### src/rtl/stack_up_pkg.sv
// Shared definitions for the stack-upstream (PE -> stack) interface.
package stack_up_pkg;

  localparam int unsigned STU_TYPE_W = 2;
  localparam int unsigned STU_DATA_W = 64;
  localparam int unsigned STU_OOB_W  = 32;

  localparam logic [1:0] STU_CNTL_MOM     = 2'b00;
  localparam logic [1:0] STU_CNTL_SOM     = 2'b01;
  localparam logic [1:0] STU_CNTL_EOM     = 2'b10;
  localparam logic [1:0] STU_CNTL_SOM_EOM = 2'b11;

  typedef struct packed {
    logic [1:0]            cntl;
    logic [STU_TYPE_W-1:0] btype;
    logic [STU_DATA_W-1:0] data;
    logic [STU_OOB_W-1:0]  oob;
  } stu_beat_t;

  typedef enum logic {
    IDLE   = 1'b0,
    IN_PKT = 1'b1
  } stu_rx_state_e;

endpackage

### src/rtl/stu_rx_fifo.sv
// Synchronous FIFO of beats with a registered head stage.
//   push/wr_data       : write side (accepted when not full, or full with a pop)
//   pop                : consume head (ignored when empty)
//   rd_valid/rd_data   : registered head; rd_data holds its last value when empty
//   count/count_next   : occupancy now / after this cycle's push and pop
//   full/empty         : decoded from count
module stu_rx_fifo #(
  parameter int unsigned DEPTH  = 8,
  parameter type         beat_t = stack_up_pkg::stu_beat_t
) (
  input  logic                     clk,
  input  logic                     rst_n,
  input  logic                     push,
  input  beat_t                    wr_data,
  input  logic                     pop,
  output logic                     rd_valid,
  output beat_t                    rd_data,
  output logic [$clog2(DEPTH):0]   count,
  output logic [$clog2(DEPTH):0]   count_next,
  output logic                     full,
  output logic                     empty
);

  localparam int unsigned AW = $clog2(DEPTH);
  localparam int unsigned CW = AW + 1;

  beat_t           mem_q [DEPTH];
  logic [AW-1:0]   wr_ptr_q, wr_ptr_d;
  logic [AW-1:0]   rd_ptr_q, rd_ptr_d;
  logic [CW-1:0]   count_q, count_d;
  beat_t           head_q, head_d;
  logic            valid_q, valid_d;
  logic            do_push, do_pop;

  always_comb begin
    full    = (count_q == CW'(DEPTH));
    empty   = (count_q == '0);
    do_pop  = pop && !empty;
    do_push = push && (!full || do_pop);

    wr_ptr_d = do_push ? wr_ptr_q + AW'(1) : wr_ptr_q;
    rd_ptr_d = do_pop  ? rd_ptr_q + AW'(1) : rd_ptr_q;

    case ({do_push, do_pop})
      2'b10:   count_d = count_q + CW'(1);
      2'b01:   count_d = count_q - CW'(1);
      default: count_d = count_q;
    endcase

    // Head is preloaded from next-cycle storage; a beat written this cycle
    // into the slot that becomes the head bypasses the memory.
    valid_d = (count_d != '0);
    head_d  = head_q;
    if (valid_d) begin
      if (do_push && (wr_ptr_q == rd_ptr_d)) begin
        head_d = wr_data;
      end else begin
        head_d = mem_q[rd_ptr_d];
      end
    end
  end

  always_ff @(posedge clk) begin
    if (do_push) begin
      mem_q[wr_ptr_q] <= wr_data;
    end
  end

  always_ff @(posedge clk or negedge rst_n) begin
    if (!rst_n) begin
      wr_ptr_q <= '0;
      rd_ptr_q <= '0;
      count_q  <= '0;
      head_q   <= '0;
      valid_q  <= 1'b0;
    end else begin
      wr_ptr_q <= wr_ptr_d;
      rd_ptr_q <= rd_ptr_d;
      count_q  <= count_d;
      head_q   <= head_d;
      valid_q  <= valid_d;
    end
  end

  assign rd_valid   = valid_q;
  assign rd_data    = head_q;
  assign count      = count_q;
  assign count_next = count_d;

endmodule

### src/rtl/stu_upstream_rx.sv
// Stack-side receiver for the PE upstream bus.
//   pe__stu__*   : beats from the PE, flow-controlled by registered stu__pe__ready
//   stu__sys__*  : FIFO head towards the stack-upstream arbiter (valid/ready)
//   pkt_count    : completed packets (wraps), framing_err : sticky violation flag
module stu_upstream_rx
  import stack_up_pkg::*;
#(
  parameter int unsigned DEPTH  = 8,
  parameter int unsigned TYPE_W = STU_TYPE_W,
  parameter int unsigned DATA_W = STU_DATA_W,
  parameter int unsigned OOB_W  = STU_OOB_W
) (
  input  logic              clk,
  input  logic              reset_poweron,
  input  logic              pe__stu__valid,
  input  logic [1:0]        pe__stu__cntl,
  input  logic [TYPE_W-1:0] pe__stu__type,
  input  logic [DATA_W-1:0] pe__stu__data,
  input  logic [OOB_W-1:0]  pe__stu__oob_data,
  output logic              stu__pe__ready,
  output logic              stu__sys__valid,
  output logic [1:0]        stu__sys__cntl,
  output logic [TYPE_W-1:0] stu__sys__type,
  output logic [DATA_W-1:0] stu__sys__data,
  output logic [OOB_W-1:0]  stu__sys__oob_data,
  input  logic              sys__stu__ready,
  output logic [15:0]       stu__sys__pkt_count,
  output logic              stu__sys__framing_err
);

  localparam int unsigned CW = $clog2(DEPTH) + 1;

  typedef struct packed {
    logic [1:0]        cntl;
    logic [TYPE_W-1:0] btype;
    logic [DATA_W-1:0] data;
    logic [OOB_W-1:0]  oob;
  } beat_t;

  beat_t          wr_beat, head;
  logic           push, pop, proto_err, head_valid;
  logic           fifo_full, fifo_empty;
  logic [CW-1:0]  fifo_count, count_next;

  logic           ready_q, ready_d;
  stu_rx_state_e  state_q, state_d;
  logic           frm_err, pkt_done;
  logic           err_q, err_d;
  logic [15:0]    pkt_count_q, pkt_count_d;

  always_comb begin
    wr_beat.cntl  = pe__stu__cntl;
    wr_beat.btype = pe__stu__type;
    wr_beat.data  = pe__stu__data;
    wr_beat.oob   = pe__stu__oob_data;
    push      = pe__stu__valid && ready_q;
    proto_err = pe__stu__valid && !ready_q;
    pop       = head_valid && sys__stu__ready;
  end

  stu_rx_fifo #(
    .DEPTH  (DEPTH),
    .beat_t (beat_t)
  ) u_fifo (
    .clk        (clk),
    .rst_n      (reset_poweron),
    .push       (push),
    .wr_data    (wr_beat),
    .pop        (pop),
    .rd_valid   (head_valid),
    .rd_data    (head),
    .count      (fifo_count),
    .count_next (count_next),
    .full       (fifo_full),
    .empty      (fifo_empty)
  );

  // Ready looks at post-update occupancy, so a push never meets a full FIFO.
  always_comb begin
    ready_d = (count_next < CW'(DEPTH));
  end

  always_ff @(posedge clk or negedge reset_poweron) begin
    if (!reset_poweron) begin
      state_q <= IDLE;
    end else begin
      state_q <= state_d;
    end
  end

  always_comb begin
    state_d = state_q;
    if (push) begin
      unique case (state_q)
        IDLE:   if (pe__stu__cntl == STU_CNTL_SOM) state_d = IN_PKT;
        IN_PKT: if ((pe__stu__cntl == STU_CNTL_EOM) ||
                    (pe__stu__cntl == STU_CNTL_SOM_EOM)) state_d = IDLE;
      endcase
    end
  end

  always_comb begin
    frm_err  = 1'b0;
    pkt_done = 1'b0;
    if (push) begin
      unique case (state_q)
        IDLE: begin
          frm_err  = (pe__stu__cntl == STU_CNTL_MOM) || (pe__stu__cntl == STU_CNTL_EOM);
          pkt_done = (pe__stu__cntl == STU_CNTL_SOM_EOM);
        end
        IN_PKT: begin
          frm_err  = (pe__stu__cntl == STU_CNTL_SOM) || (pe__stu__cntl == STU_CNTL_SOM_EOM);
          pkt_done = (pe__stu__cntl == STU_CNTL_EOM) || (pe__stu__cntl == STU_CNTL_SOM_EOM);
        end
      endcase
    end
  end

  always_comb begin
    err_d       = err_q | frm_err | proto_err;
    pkt_count_d = pkt_count_q + {15'd0, pkt_done};
  end

  always_ff @(posedge clk or negedge reset_poweron) begin
    if (!reset_poweron) begin
      ready_q     <= 1'b0;
      err_q       <= 1'b0;
      pkt_count_q <= '0;
    end else begin
      ready_q     <= ready_d;
      err_q       <= err_d;
      pkt_count_q <= pkt_count_d;
    end
  end

  assign stu__pe__ready        = ready_q;
  assign stu__sys__valid       = head_valid;
  assign stu__sys__cntl        = head.cntl;
  assign stu__sys__type        = head.btype;
  assign stu__sys__data        = head.data;
  assign stu__sys__oob_data    = head.oob;
  assign stu__sys__pkt_count   = pkt_count_q;
  assign stu__sys__framing_err = err_q;

  push_has_room: assert property (@(posedge clk) disable iff (!reset_poweron)
    push |-> (!fifo_full || pop));
  pop_not_empty: assert property (@(posedge clk) disable iff (!reset_poweron)
    pop |-> !fifo_empty);
  count_in_range: assert property (@(posedge clk) disable iff (!reset_poweron)
    fifo_count <= CW'(DEPTH));

endmodule

### config.mk
export PLATFORM = sky130hd
export DESIGN_NAME = stu_upstream_rx
export DESIGN_NICKNAME = d
export VERILOG_FILES = /design/src/rtl/stack_up_pkg.sv /design/src/rtl/stu_rx_fifo.sv /design/src/rtl/stu_upstream_rx.sv
export SDC_FILE = /design/constraint.sdc
export NUM_CORES = 1
export LEC_CHECK = 0
export ABC_AREA = 1
export BUFFER_PORTS_ARGS = -buffer_cell sky130_fd_sc_hd__buf_2
export CAP_MARGIN = 40
export CORE_ASPECT_RATIO = 1.25
export CORE_MARGIN = 4
export CORE_UTILIZATION = 30
export DETAILED_ROUTE_END_ITERATION = 16
export PLACE_DENSITY = 0.42
export REMOVE_ABC_BUFFERS = 1
export SLEW_MARGIN = 20
export SYNTH_ARGS = -nofsm -noshare
export SYNTH_HDL_FRONTEND = slang
export SYNTH_SLANG_ARGS = --single-unit
### constraint.sdc
create_clock -name clk -period 11.81 [get_ports clk]
set_input_delay 1.7715 -clock clk [delete_from_list [all_inputs] [get_ports clk]]
set_output_delay 1.7715 -clock clk [all_outputs]
set_load 0.02 [all_outputs]
==> impl_metrics.env <==
export IMPL_result_of_the_run="complete, no violations"
export IMPL_rsz0062_at_grt="no"
export IMPL_grt_max_degree=156
export IMPL_cts_tree="done"
export IMPL_power_density_nw_per_um2=279
export IMPL_slew_viol_final=0
export IMPL_num_rows=152
export IMPL_fp_dieArea_um2=145000
export IMPL_design_portCount=223
export IMPL_setup_viol=0
export IMPL_cts_setup_buffers=0
export IMPL_final_util=0.352
export IMPL_cp_arrival_ns=5.97
export IMPL_share_of_the_yosys_chip_area_belonging_to_registers=0.652
export IMPL_drc_errors=0
export IMPL_clock_skew_final_ns=0.0293
export IMPL_cts_htree_levels=3
export IMPL_wirelength_per_cell_um=22.8
export IMPL_cts_root_buffer="sky130_fd_sc_hd__clkbuf_16"
export IMPL_setup_reg_to_reg_worst_slack_ns=7.05
export IMPL_viasPerCell=4.85
export IMPL_crit_path_end="u_fifo.rd_data[31]"
export IMPL_tightestPinTransition_ns=1.06
export IMPL_rr_endpoint="u_fifo.rd_data[31]"
export IMPL_worst_r2r_cell_count=13
export IMPL_worst_setup_hold_path_clk_slew_ns=0.06
export IMPL_netlist_area_um2=41800
export IMPL_cts_repair_resized=0
export IMPL_core_area_um2=138000
export IMPL_max_clock_freq_mhz=187
export IMPL_critical_path_startpoint_type="primary input"
export IMPL_clockBufferDepth=3
export IMPL_number_of_antenna_violations_at_the_first_check_in_global_routing=29
export IMPL_synth_avg_cell_area_um2=10.3
export IMPL_placed_cells_incl_taps=5930
export IMPL_clock_share_of_power=0.238
export IMPL_pwr_share_comb=0.437
export IMPL_hold_viol_final=0
export IMPL_synth_warnings=0
export IMPL_place_detailed_hpwl_um=73600
export IMPL_total_leakage_power_nw=20.7
export IMPL_crit_path_end_kind="flop"
export IMPL_power_report_internal_total_mw=7.67
export IMPL_syn_instance_count=4063
export IMPL_layout_worst_path_cycle_share=0.452
export IMPL_timing_critical_path_required_ns=12.44
export IMPL_global_route_overflow_total=0
export IMPL_drive_above_1_share=0.114
export IMPL_grt_pass1_wl_um=206000
export IMPL_cts_hold_buffers_added=0
export IMPL_dr_pass1_iterations=7
export IMPL_cp_max_fo=83
export IMPL_netSwitchingPower_mw=5.86
export IMPL_routed_wire_length_um=140000
export IMPL_detail_route_antenna_nets=0
export IMPL_clk_latency_ns=0.71
export IMPL_final_critical_path_required_period_ns=5.34
export IMPL_detailed_router_s_first_iteration_violation_count=2135
export IMPL_fillCellCount=13900
export IMPL_finalWorstSetupSlack_ns=6.47
export IMPL_tritoncts_num_sinks=930
export IMPL_syn2layout_area_growth_pct=16.0
export IMPL_sequentialPowerShare=0.324
export IMPL_worst_r2r_startpoint="u_fifo.rd_ptr_q[0]"
export IMPL_worstSetupPathType="in -> reg"
export IMPL_dr_total_vias=29800
export IMPL_max_cap_viol_count=0
export IMPL_grt_pass1_vias=30000
export IMPL_slew_headroom=0.294
export IMPL_ys_seq_elements=930
export IMPL_power_total_mw=13.5
export IMPL_floorplan_initialDensity=0.303
export IMPL_worst_hold_path_type="reg -> reg"
export IMPL_critical_path_startpoint="sys__stu__ready"
export IMPL_port_buffers=222
export IMPL_place_ws_ns=5.52
export IMPL_num_nets_final=4302
export IMPL_count_of_different_cell_masters_after_synthesis=31
export IMPL_irDropWorstVdd_uv=194
export IMPL_power_switching_fraction=0.433
export IMPL_layout_cells_non_filler=6140
export IMPL_fp_dieW_um=342
export IMPL_gp_congestion=0.711
export IMPL_chipHeight_um=425
export IMPL_grt_util_all_layers=0.190
export IMPL_cts_made_buffers=103
-- worst max-delay path, stage by stage --
cell and delay (ns):
sky130_fd_sc_hd__buf_2 0.08, sky130_fd_sc_hd__nand2_1 0.05, sky130_fd_sc_hd__inv_2 0.20, sky130_fd_sc_hd__nand3b_1 0.22
sky130_fd_sc_hd__nand2_8 0.60, sky130_fd_sc_hd__nand2_1 0.10, sky130_fd_sc_hd__nand2_1 0.13, sky130_fd_sc_hd__inv_4 0.20
sky130_fd_sc_hd__nand3_4 0.57, sky130_fd_sc_hd__buf_4 0.72, sky130_fd_sc_hd__buf_4 0.70, sky130_fd_sc_hd__nand3_1 0.21
sky130_fd_sc_hd__nand2_1 0.10, sky130_fd_sc_hd__nand2_1 0.05, sky130_fd_sc_hd__nand2_1 0.09
-- cell type report --
| class | instances | area [um2] | share of cell area |
|---|---|---|---|
| flip-flops and latches | 930 | 27300 | 0.562 |
| multi-input cells | 2124 | 10500 | 0.217 |
| clock buffers | 151 | 2940 | 0.0606 |
| inverters | 724 | 2740 | 0.0564 |
| repair buffers | 308 | 2320 | 0.0477 |
| well taps | 1848 | 2310 | 0.0476 |
| clock inverters | 43 | 399 | 0.00822 |
| diodes | 12 | 30.0 | 0.000619 |
-- cell usage after synthesis --
master / n / area share
sky130_fd_sc_hd__nand3_1: 1210 / 0.14
sky130_fd_sc_hd__edfxtp_1: 800 / 0.57
sky130_fd_sc_hd__inv_1: 720 / 0.065
sky130_fd_sc_hd__nand2_1: 646 / 0.058
sky130_fd_sc_hd__buf_2: 188 / 0.022
sky130_fd_sc_hd__dfrtp_1: 130 / 0.078
sky130_fd_sc_hd__nand3b_1: 101 / 0.018
sky130_fd_sc_hd__nand4_1: 101 / 0.015
sky130_fd_sc_hd__clkbuf_1: 38 / 0.0034
sky130_fd_sc_hd__buf_4: 37 / 0.0066
sky130_fd_sc_hd__nor2_1: 19 / 0.0017
sky130_fd_sc_hd__buf_1: 18 / 0.0016
sky130_fd_sc_hd__xor2_1: 13 / 0.0027
sky130_fd_sc_hd__ha_1: 6 / 0.0018
sky130_fd_sc_hd__a21oi_1: 4 / 0.00048
sky130_fd_sc_hd__buf_6: 4 / 0.0011
sky130_fd_sc_hd__inv_2: 4 / 0.00036
sky130_fd_sc_hd__nand2_4: 3 / 0.00081
sky130_fd_sc_hd__o21ai_0: 3 / 0.00036
sky130_fd_sc_hd__xnor2_1: 3 / 0.00063
sky130_fd_sc_hd__nand3_2: 2 / 0.00048
sky130_fd_sc_hd__nor2_2: 2 / 0.00030
sky130_fd_sc_hd__nor3_1: 2 / 0.00024
sky130_fd_sc_hd__o21ai_1: 2 / 0.00024
sky130_fd_sc_hd__a21oi_2: 1 / 0.00021
sky130_fd_sc_hd__fa_1: 1 / 0.00048
sky130_fd_sc_hd__nand2_2: 1 / 0.00015
sky130_fd_sc_hd__nand3_4: 1 / 0.00042
sky130_fd_sc_hd__nor2_4: 1 / 0.00027
sky130_fd_sc_hd__nor3b_1: 1 / 0.00018
sky130_fd_sc_hd__o21bai_1: 1 / 0.00018
-- placed cells by master (no fill, tap or decap), types with 2 or more instances in the layout --
cell and count:
sky130_fd_sc_hd__a21oi_1 3, sky130_fd_sc_hd__buf_12 17, sky130_fd_sc_hd__buf_16 17, sky130_fd_sc_hd__buf_2 221, sky130_fd_sc_hd__buf_4 52, sky130_fd_sc_hd__bufinv_16 7
sky130_fd_sc_hd__clkbuf_1 33, sky130_fd_sc_hd__clkbuf_16 106, sky130_fd_sc_hd__clkbuf_8 12, sky130_fd_sc_hd__clkinv_1 16, sky130_fd_sc_hd__clkinv_2 14, sky130_fd_sc_hd__clkinv_4 2
sky130_fd_sc_hd__dfrtp_1 130, sky130_fd_sc_hd__diode_2 12, sky130_fd_sc_hd__edfxtp_1 800, sky130_fd_sc_hd__ha_1 6, sky130_fd_sc_hd__inv_1 717, sky130_fd_sc_hd__inv_2 3
sky130_fd_sc_hd__inv_4 2, sky130_fd_sc_hd__inv_6 3, sky130_fd_sc_hd__nand2_1 641, sky130_fd_sc_hd__nand2_4 8, sky130_fd_sc_hd__nand3_1 1207, sky130_fd_sc_hd__nand3_2 2
sky130_fd_sc_hd__nand3_4 4, sky130_fd_sc_hd__nand3b_1 101, sky130_fd_sc_hd__nand4_1 101, sky130_fd_sc_hd__nor2_1 11, sky130_fd_sc_hd__nor2_4 10, sky130_fd_sc_hd__nor3_1 2
sky130_fd_sc_hd__o21ai_0 3, sky130_fd_sc_hd__o21ai_1 2, sky130_fd_sc_hd__xnor2_1 3, sky130_fd_sc_hd__xor2_1 13
-- layer usage --
| layer | wire length (um) | vias up | global-route usage | part of all wire |
|---|---|---|---|---|
| li1 | - | 14000 | - | - |
| met1 | 58600 | 14900 | 0.238 | 0.42 |
| met2 | 70900 | 744 | 0.336 | 0.51 |
| met3 | 6750 | 222 | 0.0271 | 0.048 |
| met4 | 3810 | 16 | 0.0628 | 0.027 |
| met5 | 87 | - | 0 | 0.00062 |
-- cell families (layout without fill, tap and decap cells) --
logic type,Yosys count,after routing,synth area share
and+or+nand+nor,2090,2090,0.241
AOI/OAI and AO/OA,11,11,0.00147
xor gates and xnor gates,16,16,0.00335
adders and majority gates,7,7,0.00227
DFF,930,930,0.652
other,0,12,0
buffers and inverters,1009,1226,0.100
-- registers in the layout, summed over array words and instances (netlist names) --
name and cells:
state_q 1, stu__pe__ready 1, stu__sys__framing_err 1, stu__sys__pkt_count 16, u_fifo.count 4, u_fifo.mem_q 800
u_fifo.rd_data 100, u_fifo.rd_ptr_q 3, u_fifo.rd_valid 1, u_fifo.wr_ptr_q 3
-- worst min path at each step --
stage                       startpoint                  to  slack (ns)  cells after the start
CTS                 u_fifo.rd_data[69]  u_fifo.rd_data[69]        0.48                      2
finish              u_fifo.rd_data[86]  u_fifo.rd_data[86]        0.47                      2
floorplan              u_fifo.count[3]     u_fifo.count[3]        0.52                      2
detailed placement  u_fifo.rd_data[69]  u_fifo.rd_data[69]        0.46                      2
global route        u_fifo.rd_data[35]  u_fifo.rd_data[35]        0.49                      2
global placement    u_fifo.rd_data[69]  u_fifo.rd_data[69]        0.46                      2
-- stage by stage --
step | instance area (um2) | hold slack (ns) | TNS [ns]
final | 48500 | 0.470 | 0
after floorplan | 40400 | 0.519 | -444.19
after global routing | 48500 | 0.490 | 0
after CTS | 48400 | 0.477 | 0
after global placement | 44400 | 0.457 | 0
after detailed placement | 45100 | 0.460 | 0
-- power by group through the flow --
stage	clock (mW)	sequential [mW]	combinational, mW
after global placement	0	4.47	5.84
after floorplan	0	4.66	3.60
final	3.23	4.39	5.92
after global routing	3.45	4.44	6.57
after detailed placement	0	4.46	6.01
after CTS	3.32	4.40	6.02
Note: power is estimated with default switching activity, not from simulation.
